===== src/rtl/shift_sequencer.sv =====
// Command-driven sequencer for the load/rotate shift register.
// Optional macro SHIFTSEQ_AMOUNT_REDUCE_EN trims shift amounts at accept.
module shift_sequencer #(
   parameter int WIDTH = 4,
   parameter int CNT_W = 3
) (
   input  logic             clock,
   input  logic             reset,
   input  logic             cmd_valid,
   output logic             cmd_ready,
   input  logic [1:0]       cmd_op,
   input  logic [WIDTH-1:0] cmd_data,
   input  logic [CNT_W-1:0] cmd_amount,
   output logic             sh_load_n,
   output logic             sh_rotate_right,
   output logic             sh_as_right,
   output logic [WIDTH-1:0] sh_data,
   input  logic [WIDTH-1:0] sh_q,
   output logic             result_valid,
   input  logic             result_ready,
   output logic [WIDTH-1:0] result_data,
   output logic             busy
);

   typedef enum logic [1:0] {
      IDLE  = 2'd0,
      LOAD  = 2'd1,
      SHIFT = 2'd2,
      DONE  = 2'd3
   } state_t;

   state_t           state;
   state_t           state_nxt;
   logic [1:0]       op_r;
   logic [WIDTH-1:0] data_r;
   logic [CNT_W-1:0] cnt;
   logic [CNT_W-1:0] amt_eff;

`ifdef SHIFTSEQ_AMOUNT_REDUCE_EN
   localparam logic [CNT_W-1:0] AMT_MAX = CNT_W'(WIDTH - 1);

   // Rotations wrap every WIDTH steps; an ASR saturates after WIDTH-1.
   always_comb begin
      amt_eff = cmd_amount;
      unique case (cmd_op)
         2'b00, 2'b01: amt_eff = cmd_amount & AMT_MAX;
         2'b10: amt_eff = (cmd_amount > AMT_MAX) ? AMT_MAX : cmd_amount;
         default: amt_eff = '0;
      endcase
   end
`else
   always_comb begin
      amt_eff = cmd_amount;
      if (cmd_op == 2'b11) amt_eff = '0;
   end
`endif

   always_ff @(posedge clock) begin
      if (reset) begin
         state       <= IDLE;
         op_r        <= 2'b00;
         data_r      <= '0;
         cnt         <= '0;
         result_data <= '0;
      end else begin
         state <= state_nxt;
         unique case (state)
            IDLE: begin
               if (cmd_valid) begin
                  op_r   <= cmd_op;
                  data_r <= cmd_data;
                  cnt    <= amt_eff;
               end
            end
            SHIFT: begin
               if (cnt == '0) result_data <= sh_q;
               else cnt <= cnt - 1'b1;
            end
            default: ;
         endcase
      end
   end

   // The shifter never holds, so its controls are only meaningful in LOAD/SHIFT.
   always_comb begin
      state_nxt       = state;
      sh_load_n       = 1'b1;
      sh_rotate_right = 1'b0;
      sh_as_right     = 1'b0;
      unique case (state)
         IDLE: begin
            if (cmd_valid) state_nxt = LOAD;
         end
         LOAD: begin
            sh_load_n = 1'b0;
            state_nxt = SHIFT;
         end
         SHIFT: begin
            sh_rotate_right = (op_r == 2'b01) || (op_r == 2'b10);
            sh_as_right     = (op_r == 2'b10);
            if (cnt == '0) state_nxt = DONE;
         end
         DONE: begin
            if (result_ready) state_nxt = IDLE;
         end
      endcase
   end

   assign sh_data      = data_r;
   assign cmd_ready    = (state == IDLE);
   assign result_valid = (state == DONE);
   assign busy         = (state != IDLE);

endmodule


===== config.mk =====
export PLATFORM = sky130hd
export DESIGN_NAME = shift_sequencer
export DESIGN_NICKNAME = d
export VERILOG_FILES = /design/src/rtl/shift_sequencer.sv
export SDC_FILE = /design/constraint.sdc
export NUM_CORES = 1
export LEC_CHECK = 0
export ABC_AREA = 1
export BUFFER_PORTS_ARGS = -buffer_cell sky130_fd_sc_hd__buf_2
export CORE_MARGIN = 10
export CORE_UTILIZATION = 30
export CTS_CLUSTER_DIAMETER = 120
export DETAILED_ROUTE_END_ITERATION = 8
export MAX_ROUTING_LAYER = met4
export PLACE_DENSITY = 0.53
export SLEW_MARGIN = 10
export SYNTH_ARGS = -nofsm -noshare
export SYNTH_HDL_FRONTEND = slang
export SYNTH_SLANG_ARGS = --single-unit

===== constraint.sdc =====
create_clock -name clock -period 1.6 [get_ports clock]
set_input_delay 0.08 -clock clock [delete_from_list [all_inputs] [get_ports clock]]
set_output_delay 0.08 -clock clock [all_outputs]
set_load 0.02 [all_outputs]

==> results of run 1 <==
kinds of logic after synthesis:
| family | after synthesis | synth area share |
|---|---|---|
| and+or+nand+nor | 53 | 0.293 |
| buffers and inverters | 18 | 0.0861 |
| AOI/OAI and AO/OA | 17 | 0.121 |
| DFF | 15 | 0.376 |
| adders and majority gates | 8 | 0.125 |
registers in the layout, summed over array words and instances (netlist names):
signal / cells
cnt: 3
op_r: 2
result_data: 4
sh_data: 4
state: 2
routing by layer:
layer	vias up	GRT usage	wire length, um
met4	0	0.0129	6
met3	2	0.0317	106
met1	355	0.0870	860
li1	409	-	-
met5	-	-	0
met2	18	0.144	1070
worst max path at each step:
stage,to,cells past startpoint,from,slack (ps)
3_5_place_dp,state[0],8,state[0],140
4_1_cts,sh_rotate_right,5,state[0],70
6_report,sh_rotate_right,5,state[0],160
3_3_place_gp,state[1],8,state[0],190
2_1_floorplan,cnt[0],8,state[0],170
5_1_grt,state[0],8,state[0],20
cell usage after synthesis:
| cell type | number | area, sq um |
|---|---|---|
| dfxtp_1 | 15 | 300 |
| a21oi_1 | 6 | 30.0 |
| nand2_4 | 2 | 22.5 |
| nor2_4 | 1 | 11.3 |
| buf_2 | 1 | 5.00 |
| nand3_1 | 5 | 25.0 |
| a21oi_2 | 3 | 26.3 |
| nor2_1 | 17 | 63.8 |
| inv_2 | 3 | 11.3 |
| nand2_1 | 27 | 101 |
| nand3_2 | 1 | 10.0 |
| o21ai_0 | 8 | 40.0 |
| ha_1 | 8 | 100 |
| inv_1 | 14 | 52.6 |
worst register-to-register path, cell delays in order (launching register included):
cell and delay, ps:
dfxtp_1 390, inv_1 100, ha_1 270, nand2_2 130, nand2_1 70, nor2_2 170, nand2_1 80, nand2_1 60
nor2_1 40
through the flow:
| stage | hold WS, ps | utilization | total power, mW | std cells | instance area (sq um) |
|---|---|---|---|---|---|
| finish | 47.6 | 0.407 | 1.90 | 174 | 1020 |
| global route | 42.3 | 0.407 | 2.11 | 174 | 1020 |
| CTS | 35.6 | 0.403 | 1.91 | 174 | 1010 |
| detailed placement | 339 | 0.393 | 1.69 | 170 | 982 |
| global placement | 330 | 0.393 | 1.67 | 170 | 982 |
| floorplan | 223 | - | 1.40 | 111 | 800 |
area by class of cell:
cell class | count | share of cell area
clock buffers | 4 | 0.0258
multi-input cells | 78 | 0.432
flip-flops and latches | 15 | 0.295
repair buffers | 30 | 0.147
well taps | 30 | 0.0369
inverters | 17 | 0.0627
cells in the final DEF, fill, tap and decap left out:
cell type,n
nand3_2,1
nor2_4,1
nand3_1,5
a21oi_2,3
ha_2,1
nand2_4,2
inv_2,3
buf_2,30
nand2_1,25
nor2_2,1
clkbuf_4,3
a21oi_1,6
nor2_1,16
ha_1,7
nand2_2,2
inv_1,14
clkbuf_1,1
o21ai_0,8
dfxtp_1,15
power by group through the flow:
stage	Sequential, mW	Combinational [mW]	Clock (mW)
2_1_floorplan	0.620	0.779	0
3_3_place_gp	0.570	1.10	0
3_5_place_dp	0.576	1.12	0
4_1_cts	0.568	1.12	0.223
5_1_grt	0.584	1.29	0.242
6_report	0.568	1.12	0.207
==> impl_metrics.csv, run 1 <==
group,metric,value,unit
logic_synthesis,synth-seq-area-share,0.376,
sta,finalSetupViolCount,0,
critical_path,critPathMaxStageDelay,350,ps
critical_path,critical-path-top-delay-family,"buffers and inverters",
route,drt-total-wl,2.04,mm
grt,antenna_found_initial,0,
floorplan,design.portCount,31,
grt,grt_pass1_vias,832,
power_and_ir_drop,p_comb_frac,0.591,
route,drt_iter0_drc,20,
cells_and_area,seqCellArea,300,sq um
cells_and_area,fin_nets,170,
logic_synthesis,synth-seq-cells,15,
grt,grt_remaining_overflow,0,
clocking,post-cts-setup-buffers,0,
floorplan,die_width,71.6,um
route,dr_total_vias,784,
logic_synthesis,synthCells,111,
placement,place_congestion,0.816,
clocking,cts_hold_buf,0,
critical_path,reg2reg_depth,8,
sta,fin_skew,4.35,ps
logic_synthesis,synthDistinctLibCells,14,
route,ant_nets,0,
worst_hold_path,min_from,"sh_q[2]",
logic_synthesis,syn_area_per_cell,7.20,sq um
route,drtPass1Iterations,4,
worst_hold_path,min_path_cells,3,
critical_path,crit_arrival,1360,ps
worst_hold_path,min_to,"result_data[2]",
clocking,cts_buffers,3,
logic_synthesis,synth_nets,136,
sta,slew_headroom,0.851,
critical_path,rrSetupSlack,210,ps
floorplan,start_util,0.320,
clocking,cts.sinks,15,
placement,dp_worst_setup_slack,135,ps
grt,grt_max_degree,9,
critical_path,end_kind,"output pin",
sta,fmax,693,MHz
cells_and_area,multi_input_area,440,sq um
power_and_ir_drop,clock_power_share,0.109,
sta,rsz0062_at_grt,"false",
cells_and_area,diodes,0,
clocking,cts_tree,"yes",
outcome,outcome,"finished, final reports clean",
power_and_ir_drop,p_seq_frac,0.300,
placement,dp_hpwl,1.72,mm
worst_hold_path,min_path_type,"input pin to flop",
cells_and_area,area_growth,27.4,%
grt,grtUsageTotal,0.0823,
critical_path,path_max_fanout,8,
logic_synthesis,synth_warnings,0,
floorplan,rows,18,
placement,io_buffers,30,
clocking,cts_resized,0,
logic_synthesis,syn_area,800,sq um
critical_path,worstSetupPathType,"flop to output pin",
cells_and_area,final_layout_size_suffix_gt1_frac,0.326,
power_and_ir_drop,cellLeakagePower,0.529,nW
floorplan,core,2500,sq um
cells_and_area,num-fill-cells,268,
job,drv_cap,0,
power_and_ir_drop,peakVddDrop,0.777,mV
power_and_ir_drop,power_density,1860,nW/um^2
floorplan,die_h,71.6,um
sta,final.setup.worst_slack,158,ps
clocking,cts-root-buf,"clkbuf_4",
clocking,cts.htree.levels,1,
clocking,clk_pin_slew,80,ps
power_and_ir_drop,internal_power,0.983,mW
sta,fin_crit,1440,ps
grt,grt_pass1_wl,3.48,mm
critical_path,path_buf_inv,3,
critical_path,crit-reg2reg-launch,"state[0]",
floorplan,dieArea,5130,sq um
route,wl_per_cell,11.7,um
sta,slew_viol_final,0,
clocking,clk_latency,270,ps
route,viasPerCell,4.51,
sta,finalSetupTns,0,ps
route,route.detailed.drc,0,
sta,hold_viol_final,0,
critical_path,r2r-end,"state[0]",
power_and_ir_drop,swShare,0.481,
critical_path,start_kind,"flop",
power_and_ir_drop,p_switching,0.913,mW
critical_path,slowest_stage,"dfxtp_1",
sta,period_share,0.901,
critical_path,crit_chain,"inv_1, ha_2, inv_2, nor2_1, buf_2",
sta,worstMarginPinSlew,224,ps
critical_path,crit_required,1520,ps
clocking,max-clock-path-buffers,2,
Note: power is estimated with default switching activity, not from simulation.
==> run 2, diff against run 1 <==
CORE_MARGIN = 2   (was 10)
MAX_ROUTING_LAYER = unset   (was met4)
==> impl_metrics.csv, run 2 (synthesized netlist as in run 1, its figures left out) <==
group,metric,value,unit
grt,grt_max_degree,10,
power_and_ir_drop,power_density,1850,nW/um^2
sta,rsz0062_at_grt,"false",
sta,fin_crit,1430,ps
worst_hold_path,min_to,"result_data[3]",
cells_and_area,fin_nets,170,
critical_path,crit-reg2reg-launch,"state[0]",
critical_path,crit_arrival,1350,ps
clocking,cts_tree,"yes",
route,drt_iter0_drc,13,
grt,grtUsageTotal,0.120,
placement,io_buffers,30,
cells_and_area,diodes,0,
floorplan,design.portCount,31,
floorplan,die_h,55.6,um
sta,fin_skew,3.93,ps
critical_path,rrSetupSlack,200,ps
critical_path,path_max_fanout,8,
power_and_ir_drop,cellLeakagePower,0.532,nW
placement,place_inst,170,
placement,dp_hpwl,1.42,mm
clocking,cts_buffers,3,
clocking,post-cts-setup-buffers,0,
placement,dp_worst_setup_slack,154,ps
sta,slew_headroom,0.833,
floorplan,start_util,0.320,
clocking,clk_latency,280,ps
cells_and_area,multi_input_area,435,sq um
worst_hold_path,min_path_type,"input pin to flop",
cells_and_area,layout_commonest_cell,"buf_2",
route,dr_total_vias,781,
route,ant_nets,0,
critical_path,end_kind,"output pin",
critical_path,start_kind,"flop",
route,viasPerCell,4.49,
cells_and_area,num-fill-cells,272,
grt,grt_pass1_vias,724,
sta,finalSetupTns,0,ps
floorplan,die_width,55.6,um
grt,antenna_found_initial,0,
clocking,cts.htree.levels,1,
sta,finalSetupViolCount,0,
worst_hold_path,min_from,"sh_q[3]",
route,drt-total-wl,1.76,mm
route,drtPass1Iterations,4,
sta,hold-worst-slack,42.2,ps
clocking,cts-root-buf,"clkbuf_4",
floorplan,dieArea,3090,sq um
cells_and_area,final_cell_mix,"30 x buf_2, 27 x nand2_1, 16 x nor2_1",
cells_and_area,final_cells,174,
route,route.detailed.drc,0,
critical_path,reg2reg_depth,8,
sta,final.setup.worst_slack,174,ps
cells_and_area,area_growth,26.9,%
sta,slew_viol_final,0,
clocking,clk_pin_slew,90,ps
placement,place_congestion,0.792,
cells_and_area,seqCellArea,300,sq um
critical_path,worstSetupPathType,"flop to output pin",
route,wl_per_cell,10.1,um
outcome,outcome,"finished, final reports clean",
sta,period_share,0.891,
floorplan,rows,18,
critical_path,r2r-end,"state[1]",
sta,worstMarginPinSlew,249,ps
sta,hold_viol_final,0,
floorplan,core,2500,sq um
sta,fmax,701,MHz
power_and_ir_drop,peakVddDrop,0.713,mV
critical_path,crit_required,1520,ps
job,drv_cap,0,
clocking,cts.sinks,15,
cells_and_area,final_layout_size_suffix_gt1_frac,0.319,
grt,grt_pass1_wl,2.99,mm
clocking,max-clock-path-buffers,2,
worst_hold_path,min_path_cells,3,
grt,grt_remaining_overflow,0,
[run 2: area by class of cell]
class / count / area share
multi-input cells: 78 / 0.429
flip-flops and latches: 15 / 0.296
repair buffers: 30 / 0.148
well taps: 30 / 0.0370
clock inverters: 1 / 0.00493
inverters: 17 / 0.0629
clock buffers: 3 / 0.0222
[run 2: stage by stage]
stage / cell area, sq um / util / power, mW
finish: 1010 / 0.406 / 1.88
CTS: 1010 / 0.404 / 1.89
global placement: 982 / 0.393 / 1.66
detailed placement: 982 / 0.393 / 1.67
floorplan: 800 / - / 1.40
global route: 1010 / 0.406 / 2.08
[run 2: how the worst max path moves through the flow]
stage,startpoint,endpoint,slack [ps],depth (start not counted)
final,state[0],sh_rotate_right,170,5
after global routing,state[0],state[0],20,8
after CTS,state[0],sh_rotate_right,90,5
after detailed placement,state[0],state[1],150,8
after global placement,state[0],state[0],190,8
after floorplan,state[0],cnt[0],170,8
[run 2: metal layers]
metal,global-route usage,vias to the layer above,share of wire
met5,0,-,0
met4,0.0418,0,0
met3,0.0256,0,0.043
met2,0.199,18,0.50
met1,0.152,352,0.46
li1,-,411,-
[run 2: worst max-delay path, stage by stage (launching register included)]
cell and delay, ps:
dfxtp_1 350, inv_1 110, ha_2 250, inv_2 100, nor2_1 100, buf_2 170
[run 2: power by group]
group	total, mW	switching (mW)	internal (mW)	leakage [nW]
Sequential	0.569	0.0775	0.491	0.123
Clock	0.210	0.117	0.0926	0.0177
Combinational	1.10	0.713	0.388	0.391
[run 2: timing repair]
action | in CTS | in global routing
hold buffers | 0 | 0
resized for setup | 0 | 2
endpoints found under the setup margin | 0 | 3
==> run 3, diff against run 2 <==
PLACE_DENSITY = 0.55   (was 0.53)
clock period = 1.3 ns   (was 1.6 ns; I/O delays follow)
==> impl_metrics.csv, run 3 (synthesized netlist as in run 1, its figures left out) <==
group,metric,value,unit
outcome,outcome,"finished, final reports clean",
clocking,cts-root-buf,"clkbuf_4",
cells_and_area,final_cell_mix,"26 x buf_2, 25 x nand2_1, 15 x nor2_1",
clocking,cts_tree,"yes",
cells_and_area,layout_commonest_cell,"buf_2",
floorplan,rows,18,
placement,place_inst,174,
power_and_ir_drop,power_density,2330,nW/um^2
route,viasPerCell,4.44,
floorplan,core,2500,sq um
cells_and_area,fin_nets,175,
floorplan,design.portCount,31,
grt,grt_max_degree,9,
grt,grt_pass1_wl,3.09,mm
clocking,cts.sinks,15,
power_and_ir_drop,cellLeakagePower,0.562,nW
grt,grtUsageTotal,0.127,
floorplan,die_width,55.6,um
grt,grt_remaining_overflow,0,
clocking,cts.htree.levels,1,
sta,finalSetupViolCount,0,
placement,place_area,1020,sq um
worst_hold_path,min_path_type,"input pin to flop",
route,route.detailed.drc,0,
power_and_ir_drop,power,2.61,mW
sta,hold_viol_final,0,
grt,antenna_found_initial,0,
sta,fin_skew,3.30,ps
grt,grt_pass1_vias,716,
route,ant_nets,0,
route,dr_total_vias,794,
critical_path,start_kind,"flop",
clocking,clk_latency,280,ps
critical_path,path_max_fanout,4,
sta,fmax,792,MHz
cells_and_area,final_layout_size_suffix_gt1_frac,0.403,
power_and_ir_drop,peakVddDrop,1.07,mV
placement,dp_hpwl,1.50,mm
sta,slew_headroom,0.834,
sta,period_share,0.972,
cells_and_area,diodes,0,
placement,io_buffers,30,
route,drtPass1Iterations,4,
critical_path,crit_required,1240,ps
sta,fin_crit,1260,ps
floorplan,dieArea,3090,sq um
cells_and_area,final_area,1120,sq um
clocking,cts_buffers,3,
floorplan,die_h,55.6,um
clocking,max-clock-path-buffers,2,
sta,worstMarginPinSlew,249,ps
cells_and_area,area_growth,40.4,%
critical_path,worstSetupPathType,"flop to output pin",
route,drt_iter0_drc,10,
route,wl_per_cell,10.2,um
sta,rsz0062_at_grt,"true",
clocking,clk_pin_slew,90,ps
sta,slew_viol_final,0,
placement,place_congestion,0.833,
route,drt-total-wl,1.83,mm
job,drv_cap,0,
floorplan,start_util,0.320,
critical_path,end_kind,"output pin",
critical_path,crit_arrival,1200,ps
cells_and_area,final_cells,179,
sta,hold-worst-slack,21.6,ps
-- run 3: cell type report --
type | instances | area (sq um)
Fill cell | 280 | 1380
Multi-Input combinational cell | 78 | 478
Sequential cell | 15 | 305
Timing Repair Buffer | 35 | 209
Inverter | 17 | 66.3
Tap cell | 30 | 37.5
Clock buffer | 4 | 26.3
-- run 3: path summary, 6_finish.rpt --
kind | from | end | slack (ps) | cells past startpoint
max | state[0] | sh_as_right | 40 | 6
min | sh_q[0] | result_data[0] | 20 | 3
max reg2reg | cnt[0] | state[0] | 60 | 7
min reg2reg | result_data[0] | result_data[0] | 460 | 2
-- run 3: power by group --
group          internal [mW]  total (mW)  switching (mW)
logic                  0.670        1.63           0.963
clock network          0.119       0.259           0.140
registers              0.618       0.719           0.101
total                   1.41        2.61            1.20
-- run 3: layer usage --
metal  global-route usage  routed length [um]  vias up
met1                0.148                 791      350
met5                    0                   0        -
met3               0.0395                 104        4
met4               0.0523                  30        0
met2                0.214                 903       20
li1                     -                   -      420
-- run 3: timing repair --
item	4_1_cts	5_1_grt
buffers inserted	0	1
hold endpoints to repair	0	0
gates resized for setup	8	15
endpoints found under the setup margin	10	15
pin swaps	0	3
hold buffers	0	0
-- run 3: worst max-delay path: stages (launching register included) --
cell,delay [ps]
dfxtp_2,360
inv_4,50
ha_4,170
buf_4,130
nand2_1,50
inv_1,40
buf_6,120
-- run 3: per-stage QoR --
step | util | worst slack [ps] | setup TNS (ps)
after global placement | 0.407 | -53.2 | -105
after CTS | 0.426 | 5.36 | 0
after detailed placement | 0.407 | -53.6 | -110
final | 0.449 | 36.9 | 0
after global routing | 0.449 | -24.2 | -96.6
after floorplan | - | -30.6 | -87.3
